<file path="src/rtl/quad_pkg.sv">
// quad_pkg: shared defaults and A/B bit positions for the quadrature input filter.
package quad_pkg;
  localparam int SYNC_STAGES_DEF = 2;
  localparam int FILT_W_DEF = 8;
  localparam int A_BIT = 0;
  localparam int B_BIT = 1;
endpackage

</file>
<file path="src/rtl/quad_bit_filter.sv">
// quad_bit_filter: synchroniser chain plus stability counter for one raw input bit.
module quad_bit_filter import quad_pkg::*; #(
  parameter int SYNC_STAGES = SYNC_STAGES_DEF,
  parameter int FILT_W = FILT_W_DEF
) (
  input  logic              clk,
  input  logic              rst,
  input  logic              in_raw,
  input  logic [FILT_W-1:0] filt_len,
  output logic              out_q,
  output logic              chg_q,
  output logic              chg_d
);
  logic [SYNC_STAGES-1:0] sync_q, sync_d;
  logic [FILT_W-1:0] cnt_q, cnt_d, len;
  logic [FILT_W:0] cnt_inc;
  logic out_d, s;
  always_comb begin
    sync_d = {sync_q[SYNC_STAGES-2:0], in_raw};
    s = sync_q[SYNC_STAGES-1];
    len = (filt_len == '0) ? FILT_W'(1) : filt_len;
    cnt_inc = {1'b0, cnt_q} + (FILT_W+1)'(1);
    chg_d = (s != out_q) && (cnt_inc >= {1'b0, len});
    out_d = chg_d ? s : out_q;
    // saturate rather than wrap so a long pending run is never forgotten
    cnt_d = (s == out_q || chg_d) ? '0 : (&cnt_q) ? cnt_q : cnt_inc[FILT_W-1:0];
  end
  always_ff @(posedge clk or posedge rst) begin
    if (rst) begin
      sync_q <= '0;
      cnt_q <= '0;
      out_q <= 1'b0;
      chg_q <= 1'b0;
    end else begin
      sync_q <= sync_d;
      cnt_q <= cnt_d;
      out_q <= out_d;
      chg_q <= chg_d;
    end
  end
endmodule

</file>
<file path="src/rtl/quad_input_filter.sv">
// quad_input_filter: per-bit glitch filtering of N_ENC quadrature pairs with
// change strobes and a per-encoder simultaneous A/B transition flag.
module quad_input_filter import quad_pkg::*; #(
  parameter int N_ENC = 1,
  parameter int SYNC_STAGES = SYNC_STAGES_DEF,
  parameter int FILT_W = FILT_W_DEF
) (
  input  logic                 clk,
  input  logic                 rst,
  input  logic [2*N_ENC-1:0]   inQ,
  input  logic [FILT_W-1:0]    filt_len,
  input  logic                 err_clr,
  output logic [2*N_ENC-1:0]   outQ,
  output logic [2*N_ENC-1:0]   chg,
  output logic [N_ENC-1:0]     err,
  output logic [N_ENC-1:0]     err_flag
);
  logic [2*N_ENC-1:0] chg_d;
  logic [N_ENC-1:0] err_d, err_q, err_flag_d, err_flag_q;
  genvar i;
  for (i = 0; i < 2*N_ENC; i++) begin : g_bit
    quad_bit_filter #(.SYNC_STAGES(SYNC_STAGES), .FILT_W(FILT_W)) u_bit (
      .clk(clk),
      .rst(rst),
      .in_raw(inQ[i]),
      .filt_len(filt_len),
      .out_q(outQ[i]),
      .chg_q(chg[i]),
      .chg_d(chg_d[i])
    );
  end
  // err uses next-state strobes so it lines up with the outQ update
  always_comb begin
    err_d = '0;
    for (int k = 0; k < N_ENC; k++) err_d[k] = chg_d[2*k+A_BIT] & chg_d[2*k+B_BIT];
    err_flag_d = err_d | (err_flag_q & {N_ENC{~err_clr}});
  end
  always_ff @(posedge clk or posedge rst) begin
    if (rst) begin
      err_q <= '0;
      err_flag_q <= '0;
    end else begin
      err_q <= err_d;
      err_flag_q <= err_flag_d;
    end
  end
  assign err = err_q;
  assign err_flag = err_flag_q;
endmodule

</file>
<file path="config.mk">
export PLATFORM = sky130hd
export DESIGN_NAME = quad_input_filter
export DESIGN_NICKNAME = d
export VERILOG_FILES = /design/src/rtl/quad_pkg.sv /design/src/rtl/quad_bit_filter.sv /design/src/rtl/quad_input_filter.sv
export SDC_FILE = /design/constraint.sdc
export NUM_CORES = 1
export LEC_CHECK = 0
export CELL_PAD_IN_SITES_DETAIL_PLACEMENT = 0
export CELL_PAD_IN_SITES_GLOBAL_PLACEMENT = 2
export CORE_MARGIN = 2
export CORE_UTILIZATION = 32
export DETAILED_ROUTE_END_ITERATION = 8
export GPL_ROUTABILITY_DRIVEN = 0
export PLACE_DENSITY = 0.83
export SKIP_CTS_REPAIR_TIMING = 1
export SLEW_MARGIN = 10
export SYNTH_ARGS = -nofsm -noshare
export SYNTH_HDL_FRONTEND = slang
export SYNTH_SLANG_ARGS = --single-unit
</file>
<file path="constraint.sdc">
create_clock -name clk -period 2.34 [get_ports clk]
set_clock_uncertainty 0.05 [all_clocks]
set_input_delay 0.702 -clock clk [delete_from_list [all_inputs] [get_ports clk]]
set_output_delay 0.702 -clock clk [all_outputs]
set_load 0.02 [all_outputs]
</file>
==> flow_summary.json <==
{
  "syn_area_um2": 1480,
  "worst_slew_pin_slew_ns": 0.476,
  "die_width_um": 72.0,
  "place_area_um2": 1940,
  "grt_setup_unrepaired": "true",
  "buffer_ports.inserted": 18,
  "global_route.usage.total_pct": 12.5,
  "violated_checks": "setup timing",
  "post_route_cells_drive_above_1_share_pct": 40.8,
  "cts.sinks": 26,
  "critical_setup_path_kind": "reg -> reg",
  "first_global_vias": 1207,
  "synth_flop_cell": "dfrtp_1",
  "synth.yosys.seq_area_share_pct": 44.0,
  "syn_area_per_cell_um2": 10.8,
  "starting_utilization_of_the_core_area_pct": 33.5,
  "clkSlewWorstSetupHoldPaths_ns": 0.09,
  "critPathCaptureType": "register",
  "root_buf_cell": "clkbuf_8",
  "worstPathRequired_ns": 2.50,
  "yosysTopAreaCellShare_pct": 44.0,
  "floorplan.die_area_um2": 5180,
  "grt.overflow.total": 0,
  "pre_cts_ws_ns": -0.827,
  "number_of_buffers_created_by_cts": 3,
  "drtPass1Iterations": 4,
  "clk_latency_ns": 0.27,
  "placeable_core_area_um2": 4410,
  "ys_async_sr_fraction_pct": 100,
  "wire_length_after_detailed_routing_um": 3340,
  "synthCells": 137,
  "timing.max_slew.rel_slack_pct": 68.1,
  "setup_viol_count_final": 22,
  "hold_path.class": "reg -> reg",
  "drt_iter0_markers": 29,
  "post-place-cells": 233,
  "areal_power_density_over_the_cells_nw_per_um2": 675,
  "grt_pass1_wl_um": 5020,
  "final_antenna_violating_net_count": 0,
  "drt-wirelength-per-cell_um": 13.5,
  "outcome": "complete, but fails checks",
  "synthesis.yosys.warnings": 0,
  "synth-edff-count": 0,
  "min_delay_path_depth": 0,
  "crit_arrival_ns": 2.67,
  "synth_top_area_cells": "dfrtp_1 44%, ha_1 15%, xor2_1 4.7%",
  "number_of_distinct_library_cell_variants_in_the_gate_level_netlist_after_synthesis": 24,
  "grt_start_max_net_pins": 27,
  "detail_route.vias_per_cell": 4.79,
  "timing.max_cap.violations": 0,
  "timing.final.ws_setup_ns": -0.173,
  "dp_hpwl_um": 2510,
  "mostFrequentLayoutCells": "40 x buf_4, 25 x dfrtp_1, 16 x ha_1",
  "final_area_um2": 2290,
  "max_clock_freq_ghz": 0.398,
  "cts_tree": "yes",
  "area_growth_pct": 55.0,
  "n_fill_cell": 373,
  "post-route-util_pct": 51.9,
  "worstRegToRegCells": 9,
  "cts_max_level": 1,
  "clockBufferDepth": 2,
  "nNetsFinal": 228,
  "row_count": 24,
  "hold_viol_final": 0,
  "layout.cells.non_filler": 248,
  "yosys.area.top_type": "dfrtp_1",
  "die_h_um": 72.0,
  "power.leakage_nw": 1.25,
  "diodes": 0,
  "worstPathMaxFanout": 8,
  "ir_drop_mv": 0.434,
  "drc_errors": 0,
  "final_common_cell": "buf_4",
  "routed-via-count": 1188,
  "slew_violations": 0,
  "yosys_register_bits": 26,
  "final_min_period_over_clock_period_pct": 107,
  "start_kind": "register",
  "io_pins": 19,
  "antenna_found_initial": 0,
  "post-route-min-period_ns": 2.51,
  "syn_nets": 168
}
[stage by stage]
stage | setup TNS, ns | hold slack, ns | power, mW
floorplan | -2.67 | 0.281 | 0.864
global placement | -16.28 | 0.283 | 1.03
detailed placement | -16.81 | 0.297 | 1.06
CTS | -10.44 | 0.319 | 1.44
global route | -5.34 | 0.321 | 1.64
finish | -2.80 | 0.319 | 1.54
[cell families after synthesis]
logic type,synth area share (%)
simple gates,15.7
flops,44.0
fa+ha+maj,15.2
compound gates,10.6
xor+xnor,8.30
buf+inv,4.57
mux,1.52
[metal layers]
metal / up-vias / track usage (%) / wire length (um)
met5: - / 0 / 0
met4: 0 / 3.98 / 17
li1: 591 / - / -
met1: 583 / 15.0 / 1440
met2: 12 / 22.9 / 1810
met3: 2 / 1.94 / 72
[critical path, stage by stage (launching register included)]
cell      delay, ns
dfrtp_1        0.42
ha_4           0.17
nand3_4        0.07
buf_4          0.15
xnor2_2        0.14
ha_1           0.32
a21o_1         0.18
a221o_1        0.34
a2111o_1       0.48
nor2b_1        0.15
[final cells by class]
cell class	count	area [um^2]	area share (%)
Clock buffer	3	41.3	1.80
Inverter	10	37.5	1.64
Clock inverter	1	30.0	1.31
Timing Repair Buffer	59	503	22.0
Tap cell	52	65.1	2.84
Sequential cell	26	652	28.5
Multi-Input combinational cell	97	961	42.0
[cells in the mapped netlist, types with 4 or more instances]
cell type  number
nor3_1          4
buf_4           4
dfrtp_1        26
a21o_1          4
xnor2_1         6
nor2b_1        11
nand3_1         5
xor2_1          8
nor2_1         12
ha_1           18
inv_1          10
nand2_1         8
[power breakdown]
part	internal, mW	switching [mW]
combinational	0.320	0.277
sequential	0.507	0.0671
clock	0.229	0.144
[sequential cells by signal, summed over array words and instances, names as in the netlist]
signal	cells
g_bit.u_bit.chg_q	2
err_flag	1
g_bit.u_bit.sync_q	4
g_bit.u_bit.out_q	2
g_bit.u_bit.cnt_q	16
err	1
[final timing paths]
path | start | end | slack (ns)
min | g_bit[0].u_bit.sync_q[0] | g_bit[0].u_bit.sync_q[1] | 0.32
min reg2reg | g_bit[0].u_bit.sync_q[0] | g_bit[0].u_bit.sync_q[1] | 0.32
max reg2reg | g_bit[1].u_bit.cnt_q[1] | g_bit[1].u_bit.cnt_q[2] | -0.17
max | g_bit[1].u_bit.cnt_q[1] | g_bit[1].u_bit.cnt_q[2] | -0.17
max in group asynchronous | rst | g_bit[1].u_bit.cnt_q[0] | 1.26
min in group asynchronous | rst | g_bit[0].u_bit.sync_q[0] | 0.72
(Power assumes the default switching activity.)
